### config.mk
export PLATFORM = sky130hd
export DESIGN_NAME = kiwi_stream_arbiter
export DESIGN_NICKNAME = d
export VERILOG_FILES = /design/src/rtl/kiwi_stream_arbiter.sv
export SDC_FILE = /design/constraint.sdc
export NUM_CORES = 1
export LEC_CHECK = 0
export CORE_MARGIN = 4
export CORE_UTILIZATION = 30
export CTS_CLUSTER_DIAMETER = 40
export CTS_CLUSTER_SIZE = 20
export DETAILED_ROUTE_END_ITERATION = 7
export MAX_ROUTING_LAYER = met4
export PLACE_DENSITY = 0.71
export SYNTH_ARGS = -nofsm -noshare
export SYNTH_HDL_FRONTEND = slang
export SYNTH_SLANG_ARGS = --single-unit
### constraint.sdc
create_clock -name aclk -period 3.15 [get_ports aclk]
set_input_delay 0.945 -clock aclk [delete_from_list [all_inputs] [get_ports aclk]]
set_output_delay 0.945 -clock aclk [all_outputs]
set_load 0.005 [all_outputs]
### src/rtl/kiwi_stream_arbiter.sv
// kiwi_stream_arbiter
//   Round-robin arbiter merging three AXI-Stream sources (RX, WF0, WF1) onto
//   one AXI-Stream master in fixed-length bursts. A source that has been
//   granted keeps the output for cfg_burst words, with 0 treated as 1. Between
//   bursts there is always one IDLE cycle used for arbitration.
//
// Ports
//   aclk, areset          clock; asynchronous active-high reset
//   cfg_enable[2:0]       per-source enable (bit0 RX, bit1 WF0, bit2 WF1)
//   cfg_burst             words per grant, sampled when the grant is taken
//   s_axis_rx_*           RX source stream   (tdata/tvalid in, tready out)
//   s_axis_wf0_*          WF0 source stream
//   s_axis_wf1_*          WF1 source stream
//   m_axis_*              merged output; tuser is the source id, tlast ends a burst
//   sts_busy              high while a burst is in progress
//   sts_bursts            per-source count of completed bursts, RX in the LSBs
module kiwi_stream_arbiter #(
   parameter int AXIS_TDATA_WIDTH = 32,
   parameter int CNTR_WIDTH       = 16
) (
   input  logic                        aclk,
   input  logic                        areset,
   input  logic [2:0]                  cfg_enable,
   input  logic [CNTR_WIDTH-1:0]       cfg_burst,
   input  logic [AXIS_TDATA_WIDTH-1:0] s_axis_rx_tdata,
   input  logic                        s_axis_rx_tvalid,
   output logic                        s_axis_rx_tready,
   input  logic [AXIS_TDATA_WIDTH-1:0] s_axis_wf0_tdata,
   input  logic                        s_axis_wf0_tvalid,
   output logic                        s_axis_wf0_tready,
   input  logic [AXIS_TDATA_WIDTH-1:0] s_axis_wf1_tdata,
   input  logic                        s_axis_wf1_tvalid,
   output logic                        s_axis_wf1_tready,
   output logic [AXIS_TDATA_WIDTH-1:0] m_axis_tdata,
   output logic                        m_axis_tvalid,
   input  logic                        m_axis_tready,
   output logic                        m_axis_tlast,
   output logic [1:0]                  m_axis_tuser,
   output logic                        sts_busy,
   output logic [3*CNTR_WIDTH-1:0]     sts_bursts
);

   localparam logic [0:0] IDLE = 1'b0;
   localparam logic [0:0] XFER = 1'b1;

   localparam logic [CNTR_WIDTH-1:0] CNT_ONE = CNTR_WIDTH'(1);

   logic [0:0]            state_reg;
   logic [1:0]            grant_reg;
   logic [1:0]            last_reg;
   logic [CNTR_WIDTH-1:0] cnt_reg;

   logic [2:0]            src_valid;
   logic [2:0]            src_ready;
   logic [3:0]            eligible;
   logic [1:0]            cand1, cand2, cand3;
   logic                  pick_valid;
   logic [1:0]            pick;
   logic                  sel_valid;
   logic [AXIS_TDATA_WIDTH-1:0] sel_data;
   logic                  fire;
   logic                  done;
   logic [CNTR_WIDTH-1:0] burst_load;

   assign src_valid = {s_axis_wf1_tvalid, s_axis_wf0_tvalid, s_axis_rx_tvalid};

   // Top bit pads the vector so a 2-bit index can never fall outside it.
   assign eligible  = {1'b0, cfg_enable & src_valid};

   // Source id after s, wrapping WF1 -> RX.
   function automatic logic [1:0] rr_next(input logic [1:0] s);
      return (s >= 2'd2) ? 2'd0 : s + 2'd1;
   endfunction

   // Search order starts just after the last granted source; the last granted
   // source itself is considered only when nobody else is eligible.
   assign cand1 = rr_next(last_reg);
   assign cand2 = rr_next(cand1);
   assign cand3 = rr_next(cand2);

   always_comb begin
      pick_valid = 1'b1;
      pick       = cand1;
      if (eligible[cand1]) begin
         pick = cand1;
      end else if (eligible[cand2]) begin
         pick = cand2;
      end else if (eligible[cand3]) begin
         pick = cand3;
      end else begin
         pick_valid = 1'b0;
      end
   end

   always_comb begin
      sel_valid = 1'b0;
      sel_data  = '0;
      case (grant_reg)
         2'd0: begin sel_valid = s_axis_rx_tvalid;  sel_data = s_axis_rx_tdata;  end
         2'd1: begin sel_valid = s_axis_wf0_tvalid; sel_data = s_axis_wf0_tdata; end
         2'd2: begin sel_valid = s_axis_wf1_tvalid; sel_data = s_axis_wf1_tdata; end
         default: begin sel_valid = 1'b0; sel_data = '0; end
      endcase
   end

   assign sts_busy      = (state_reg == XFER);
   assign m_axis_tvalid = sts_busy & sel_valid;
   assign m_axis_tdata  = sts_busy ? sel_data : '0;
   assign m_axis_tuser  = sts_busy ? grant_reg : 2'd0;
   assign m_axis_tlast  = m_axis_tvalid & (cnt_reg == CNT_ONE);

   assign fire       = m_axis_tvalid & m_axis_tready;
   assign done       = fire & m_axis_tlast;
   assign burst_load = (cfg_burst == '0) ? CNT_ONE : cfg_burst;

   assign s_axis_rx_tready  = src_ready[0];
   assign s_axis_wf0_tready = src_ready[1];
   assign s_axis_wf1_tready = src_ready[2];

   always_ff @(posedge aclk or posedge areset) begin
      if (areset) begin
         state_reg <= IDLE;
         grant_reg <= 2'd0;
         last_reg  <= 2'd2;
         cnt_reg   <= '0;
      end else begin
         case (state_reg)
            IDLE: begin
               if (pick_valid) begin
                  state_reg <= XFER;
                  grant_reg <= pick;
                  cnt_reg   <= burst_load;
               end
            end
            XFER: begin
               if (fire) begin
                  cnt_reg <= cnt_reg - CNT_ONE;
                  if (cnt_reg == CNT_ONE) begin
                     state_reg <= IDLE;
                     last_reg  <= grant_reg;
                  end
               end
            end
            default: state_reg <= IDLE;
         endcase
      end
   end

   // Per-source ready steering and completed-burst counters.
   for (genvar gi = 0; gi < 3; gi++) begin : g_src
      logic [CNTR_WIDTH-1:0] count_reg;

      assign src_ready[gi] = sts_busy & (grant_reg == 2'(gi)) & m_axis_tready;

      always_ff @(posedge aclk or posedge areset) begin
         if (areset) begin
            count_reg <= '0;
         end else if (done && (grant_reg == 2'(gi))) begin
            count_reg <= count_reg + CNT_ONE;
         end
      end

      assign sts_bursts[gi*CNTR_WIDTH +: CNTR_WIDTH] = count_reg;
   end

endmodule
# Word-level counts from Yosys, hierarchy flattened
# Cells that the tools add are included.
# totals
register_bits,69
in_bits,121
word_cells,72
output_inout_bits,88
# op_classes
reduce_logical,8
n_lt_le_gt_ge,6
muxes,27
add_sub_neg,7
bitwise_logic,12
eq_ne,5
# ops
op,count
one-hot mux 32 bit (3 select lines),1
adder 16 x 1 -> 16 bit (second input constant),3
2-to-1 mux 16 bit,3
2-to-1 mux 32 bit,1
one-hot mux 16 bit (2 select lines),1
== test 16 x 1 -> 1 bit (second input constant),1
logical NOT 16 bit,1
subtractor 16 x 1 -> 16 bit (second input constant),1
2-to-1 mux 2 bit,7
bitwise AND 1 bit,10
< comparator 2 x 3 -> 1 bit (second input constant),3
2-to-1 mux 1 bit,9
adder 2 x 1 -> 2 bit (second input constant),3
binary-select mux 1 bit (select 2 bit),3
greater-or-equal comparator 2 bit (second input constant),3
AND reduction 2 bit,2
bitwise AND 3 bit,1
logical AND 1 bit,3
one-hot mux 1 bit (3 select lines),1
AND reduction 3 bit,1
== test 2 x 1 -> 1 bit (second input constant),1
== test 2 bit (second input constant),1
logical NOT 2 bit,1
inequality test 2 x 1 -> 1 bit (second input constant),1
3 further kinds,3

# Logic depth before layout (Yosys ltp)
# Gate-level depths: netlist (run 1).
# logic_depth
ltp_word,13
ltp_mapped,8
mapped_depth_nobuf,7

# Worst setup path after synthesis (run 1)
# No wires, ideal clock.
# synth_timing
path_type,reg2out
startpoint,reg grant_reg[1]
endpoint,out m_axis_tdata[10]
arrival_ns,1.828
t_required_ns,2.205
n_path_buf,3
path_slack_ns,0.377
path_stages_with_launch,8
cell_sequence,dfrtp_1 > clkbuf_1 > clkbuf_1 > buf_1 > mux2i_1 > nor2_1 > a21oi_1 > nor2_1
# synth_via
elab_chain_len,3
elab_cells_between_ends,5
classes_between,eq/ne (2); mux (2); reduce/logical (1)
# synth_lines
item,line,rtl
start: declaration,49,logic [1:0] grant_reg;
start signal: assignment,131,grant_reg <= pick;
== test 2 bit (tied with other cells),98,case (grant_reg)
one-hot mux 32 bit (3 select lines) (*),98,
2-to-1 mux 32 bit (*),108,assign m_axis_tdata = sts_busy ? sel_data : '0;
end: declaration,34,"output logic [AXIS_TDATA_WIDTH-1:0] m_axis_tdata,"
# Every way passes the cells marked *; elsewhere a longest branch is shown, timed or not.

# Worst setup path after layout (run 1)
# layout_timing
startpoint,reg cnt_reg[4]
endpoint,out m_axis_tlast
# layout_via
elab_chain_len,2
# layout_lines
item,line,rtl
start: declaration,51,logic [CNTR_WIDTH-1:0] cnt_reg;
start signal: assignment,132,cnt_reg <= burst_load;
start signal: assignment,137,cnt_reg <= cnt_reg - CNT_ONE;
== test 16 x 1 -> 1 bit,110,assign m_axis_tlast = m_axis_tvalid & (cnt_reg == CNT_ONE);
bitwise AND 1 bit,110,
end: declaration,37,"output logic m_axis_tlast,"
# Every way passes these cells.

==> results of run 1 <==
[kinds of logic (layout without fill, tap and decap cells)]
group | after synthesis | after routing
mux | 42 | 42
fa+ha+maj | 5 | 5
xor+xnor | 55 | 55
buf+inv | 31 | 264
simple gates | 231 | 231
other cells | 0 | 1
compound gates | 68 | 68
flops | 69 | 69
[timing repair]
action	CTS	global route
hold buffers	0	0
pin swaps	5	1
resized for setup	47	2
endpoints found under the setup margin	37	1
setup buffers	1	0
endpoints found under the hold margin	0	0
cloned	0	0
[worst max-delay path, delay by kind of cell (launching register included)]
kind | cells | cell delay, ps
buffers and inverters | 1 | 130
flip-flops | 1 | 380
AND/OR/NAND/NOR | 3 | 1280
[per-stage QoR]
step	hold WS [ps]	worst slack [ps]
2_1_floorplan	465	377
5_1_grt	493	32.4
6_report	473	73.5
3_3_place_gp	459	-327
3_5_place_dp	461	-348
4_1_cts	474	5.77
[power by group]
group | total, µW | internal [µW] | leakage, µW | switching [µW]
clock network | 1010 | 632 | 0.000143 | 376
registers | 1000 | 940 | 0.000885 | 59.3
logic | 728 | 398 | 0.00205 | 330
[final timing paths]
check | startpoint | end | slack [ps] | cells past startpoint
setup / recovery | cnt_reg[4] | m_axis_tlast | 70 | 4
hold / removal | g_src[0].count_reg[15] | g_src[0].count_reg[15] | 470 | 1
setup reg to reg | cnt_reg[4] | g_src[2].count_reg[14] | 690 | 6
hold reg to reg | g_src[0].count_reg[15] | g_src[0].count_reg[15] | 470 | 1
max in group asynchronous | areset | cnt_reg[4] | 1400 | 3
min in group asynchronous | areset | g_src[0].count_reg[2] | 1030 | 2
[layer usage]
metal / vias to the layer above / share of wire, %
met5: - / 0
met4: 0 / 1.6
met3: 20 / 5.2
met2: 174 / 49
met1: 2229 / 44
li1: 2245 / -
[synthesized netlist by cell type (2+ instances only)]
cell       n  area share (%)
nor2_1    79             6.7
dfrtp_1   68              38
a21oi_1   45             5.1
xnor2_1   44             8.7
mux2i_1   38             8.6
nand2_1   36             3.1
nand4_1   26             3.7
and3_1    21             3.0
clkbuf_1  19             1.6
nand3_1   13             1.5
nor4_1    12             1.7
nor3_1    11             1.2
xor2_1    11             2.2
and2_1     6            0.85
buf_1      6            0.51
o21ai_0    6            0.68
ha_1       5             1.4
inv_1      5            0.42
or3_1      5            0.71
nand2b_1   4            0.57
a31oi_1    3            0.42
and4_1     3            0.59
nor4_4     3             1.4
o22ai_1    3            0.42
or4_1      3            0.51
mux2_1     2            0.51
mux2_2     2            0.51
nor2b_1    2            0.28
nor4_2     2            0.57
o32a_1     2            0.45
[cell type report]
class	instances	area, µm²	area share [%]
clock inverters	4	47.5	0.658
clock buffers	12	246	3.41
repair buffers	243	2340	32.4
inverters	5	18.8	0.260
well taps	184	230	3.19
diodes	1	2.50	0.0346
multi-input cells	401	2610	36.1
flip-flops and latches	69	1730	23.9
==> impl_metrics.env, run 1 <==
export IMPL_detail_route_vias_per_cell=5.08
export IMPL_period_share_pct=97.7
export IMPL_grt_use_total_pct=18.7
export IMPL_htree_num_levels=3
export IMPL_synth_top_family_by_area="simple AND/OR/NAND/NOR gates"
export IMPL_finClkSkew_ps=5.40
export IMPL_crit_path_max_incr_delay_ps=560
export IMPL_ir_worst_vdd_uv=203
export IMPL_setup_violations=0
export IMPL_drive_gt1_share_pct=9.67
export IMPL_postRouteAntennaNets=0
export IMPL_drv_cap=0
export IMPL_synth_edf_count=0
export IMPL_ys_seq_elements=69
export IMPL_gp_congestion=0.831
export IMPL_rows=44
export IMPL_slew_limit_headroom_pct=55.3
export IMPL_grt_use_met3_pct=3.09
export IMPL_nets=855
export IMPL_tritoncts="done"
export IMPL_synth_cell_types=46
export IMPL_fin_setup_tns_ps=0
export IMPL_fin_area_mm2=0.00722
export IMPL_globalRouteMet2Util_pct=31.5
export IMPL_cts_root_buf="clkbuf_16"
export IMPL_core_mm2=0.0145
export IMPL_top_usage_layer="met2"
export IMPL_avgRoutedWirePerCell_um=16.8
export IMPL_cts_num_sinks=69
export IMPL_async_flop_share_pct=100
export IMPL_ys_warn_count=0
export IMPL_stdcell_count=919
export IMPL_synth_seq_area_share_pct=39.0
export IMPL_synthCells=501
export IMPL_synth_simple_area_share_pct=27.5
export IMPL_crit_required_ps=2200
export IMPL_path_clk_slew_ps=50
export IMPL_drtIter0Drc=184
export IMPL_grt_pass1_wl_um=24300
export IMPL_rsz0062_at_grt="false"
export IMPL_cts_made_buffers=9
export IMPL_crit_fanout=3
export IMPL_hold_class="flop to flop"
export IMPL_nFillCells=1363
export IMPL_largest_reg_flops=48
export IMPL_finalHoldViolCount=0
export IMPL_drc_errors=0
export IMPL_die_h_um=129
export IMPL_start_util_pct=30.6
export IMPL_grt_antenna_before_repair=1
export IMPL_clk_latency_ps=340
export IMPL_path_cells="or4_4 -> or4_4 -> nor3_4 -> clkbuf_2"
export IMPL_ios=209
export IMPL_area_delta_synth_final_pct=63.2
export IMPL_grt_pass1_vias=4884
export IMPL_clockBufferDepth=2
export IMPL_utilization_pct=49.9
export IMPL_layout_commonest_cell="clkdlybuf4s50_1"
export IMPL_grt_max_degree=35
export IMPL_routed_wl_um=15500
export IMPL_fp_dieW_um=129
export IMPL_placedCellCount=901
export IMPL_synth_net_count=627
export IMPL_gr_total_overflow=0
export IMPL_cp_start_kind="flop"
export IMPL_syn_avg_cell_area_um2=8.84
export IMPL_dpl_instance_area_mm2=0.00694
export IMPL_critPathCaptureType="primary output"
export IMPL_min_period_ps=3080
export IMPL_drv_slew=0
export IMPL_final_cell_mix="clkdlybuf4s50_1 (168), nor2_1 (79), dfrtp_1 (67)"
export IMPL_die_area_mm2=0.0168
export IMPL_synthXorXnorAreaFrac_pct=10.9
export IMPL_muxShareOfSynthArea_pct=9.61
export IMPL_p_total_uw=2740
export IMPL_worst_pin_slew_ps=670
export IMPL_io_buffers=208
export IMPL_synthAdderAreaFrac_pct=1.41
export IMPL_p_leak_uw=0.00307
export IMPL_crit_slowest_cell="or4_4"
export IMPL_synth_compound_area_share_pct=8.76
export IMPL_synth_ff_type="dfrtp_1"
export IMPL_max_freq_ghz=0.325
export IMPL_power_density_mw_per_mm2=379
export IMPL_outcome="finished, final reports clean"
export IMPL_drt_pass1_iter_count=5
export IMPL_crit_arrival_ps=2130
export IMPL_syn_area_mm2=0.00443
export IMPL_hpwl_um=11800
export IMPL_dr_total_vias=4668
export IMPL_worstSetupPathType="flop to primary output"
export IMPL_use_met1_pct=22.9
export IMPL_crit_top_cell="or4_4"
(Power assumes the default switching activity.)
==> run 2: changes to the inputs <==
--- a/config.mk
+++ b/config.mk
@@ -7,6 +7,5 @@
 export LEC_CHECK = 0
-export CORE_MARGIN = 4
+export CORE_MARGIN = 2
 export CORE_UTILIZATION = 30
 export CTS_CLUSTER_DIAMETER = 40
-export CTS_CLUSTER_SIZE = 20
 export DETAILED_ROUTE_END_ITERATION = 7
==> constraint.sdc (replaced) <==
create_clock -name aclk -period 3.15 [get_ports aclk]
set_input_delay 0.7875 -clock aclk [delete_from_list [all_inputs] [get_ports aclk]]
set_output_delay 0.7875 -clock aclk [all_outputs]
set_load 0.005 [all_outputs]
==> impl_metrics.env, run 2 (same netlist as run 1, synthesis figures left out) <==
export IMPL_outcome="finished, final reports clean"
export IMPL_power_density_mw_per_mm2=381
export IMPL_die_h_um=125
export IMPL_cts_root_buf="clkbuf_16"
export IMPL_grt_pass1_wl_um=23300
export IMPL_crit_arrival_ps=2290
export IMPL_fp_dieW_um=125
export IMPL_clk_latency_ps=340
export IMPL_critPathCaptureType="primary output"
export IMPL_num_antenna_cells=0
export IMPL_gr_total_overflow=0
export IMPL_core_mm2=0.0145
export IMPL_crit_fanout=2
export IMPL_postRouteAntennaNets=0
export IMPL_tritoncts="done"
export IMPL_worst_pin_slew_ps=649
export IMPL_slew_limit_headroom_pct=56.5
export IMPL_final_cell_mix="clkdlybuf4s50_1 (207), nor2_1 (79), dfrtp_1 (67)"
export IMPL_area_delta_synth_final_pct=61.5
export IMPL_finClkSkew_ps=6.58
export IMPL_finalHoldViolCount=0
export IMPL_stdcell_count=905
export IMPL_die_area_mm2=0.0157
export IMPL_hpwl_um=10900
export IMPL_htree_num_levels=3
export IMPL_cts_num_sinks=69
export IMPL_drt_pass1_iter_count=4
export IMPL_drv_slew=0
export IMPL_start_util_pct=30.6
export IMPL_cp_start_kind="input pin"
export IMPL_grt_pass1_vias=4636
export IMPL_p_leak_uw=0.00292
export IMPL_ios=209
export IMPL_io_buffers=208
export IMPL_largest_reg_flops=48
export IMPL_grt_antenna_before_repair=0
export IMPL_gp_congestion=0.886
export IMPL_avgRoutedWirePerCell_um=16.0
export IMPL_setup_violations=0
export IMPL_detail_route_vias_per_cell=5.14
export IMPL_placedCellCount=888
export IMPL_clockBufferDepth=2
export IMPL_dpl_instance_area_mm2=0.00683
export IMPL_cts_made_buffers=9
export IMPL_dr_total_vias=4650
export IMPL_drc_errors=0
export IMPL_path_clk_slew_ps=50
export IMPL_hold_class="flop to flop"
export IMPL_cts_hold_buf=0
export IMPL_min_period_ps=3070
export IMPL_rsz0062_at_grt="false"
export IMPL_period_share_pct=97.6
export IMPL_utilization_pct=49.4
export IMPL_ir_worst_vdd_uv=230
export IMPL_drv_cap=0
export IMPL_place_ws_ps=-54.6
export IMPL_grt_use_total_pct=18.7
export IMPL_fin_area_mm2=0.00715
export IMPL_fin_hold_ws_ps=477
export IMPL_worstSetupPathType="input pin to primary output"
export IMPL_drive_gt1_share_pct=7.63
export IMPL_crit_required_ps=2360
export IMPL_max_freq_ghz=0.325
export IMPL_nFillCells=1336
export IMPL_nets=843
export IMPL_drtIter0Drc=163
export IMPL_grt_max_degree=70
export IMPL_layout_commonest_cell="clkdlybuf4s50_1"
export IMPL_routed_wl_um=14500
export IMPL_rows=44
export IMPL_layout_setup_ws_ps=75.7
run 2: area by class of cell:
type	instances	area [µm²]	share of cell area [%]
clock buffers	10	229	3.20
repair buffers	231	2290	32.1
inverters	5	18.8	0.263
multi-input cells	401	2590	36.3
flip-flops and latches	69	1730	24.2
clock inverters	5	52.6	0.735
well taps	184	230	3.22
run 2: path summary, 6_finish.rpt:
| path | start | endpoint | slack (ps) | depth (start not counted) |
|---|---|---|---|---|
| max | s_axis_rx_tvalid | m_axis_tvalid | 80 | 6 |
| min | g_src[2].count_reg[15] | g_src[2].count_reg[15] | 480 | 1 |
| max reg2reg | grant_reg[1] | cnt_reg[15] | 740 | 7 |
| min reg2reg | g_src[2].count_reg[15] | g_src[2].count_reg[15] | 480 | 1 |
| max in group asynchronous | areset | last_reg[1] | 1970 | 3 |
| min in group asynchronous | areset | g_src[1].count_reg[4] | 860 | 3 |
run 2: repair_timing:
| item | 4_1_cts | 5_1_grt |
|---|---|---|
| hold endpoints to repair | 0 | 0 |
| endpoints found under the setup margin | 1 | 4 |
| gates resized for setup | 3 | 3 |
| pin swaps | 1 | 0 |
| setup buffers | 2 | 0 |
run 2: routing by layer:
layer | routed length [µm] | track usage [%] | part of all wire [%]
met5 | 0 | - | 0
met1 | 6110 | 22.1 | 42
met3 | 862 | 3.42 | 6.0
met4 | 274 | 6.08 | 1.9
met2 | 7210 | 32.0 | 50
run 2: critical path, stage by stage:
cell             delay, ps
clkdlybuf4s50_1        500
mux2i_2                110
nor2_1                 160
a21oi_2                 70
nor2_1                 140
clkdlybuf4s50_1        520
run 2: report_power, final:
group	leakage (µW)	total (µW)	switching (µW)	internal, µW
combinational	0.00190	739	319	420
sequential	0.000885	1010	66.0	940
clock	0.000138	979	376	604
total	0.00292	2720	761	1960
run 2: metrics by stage:
step                setup TNS (ps)  total power (µW)
finish                           0              2720
global route                     0              2860
CTS                              0              2740
detailed placement           -54.6              1740
global placement             -63.7              1730
floorplan                        0              1330
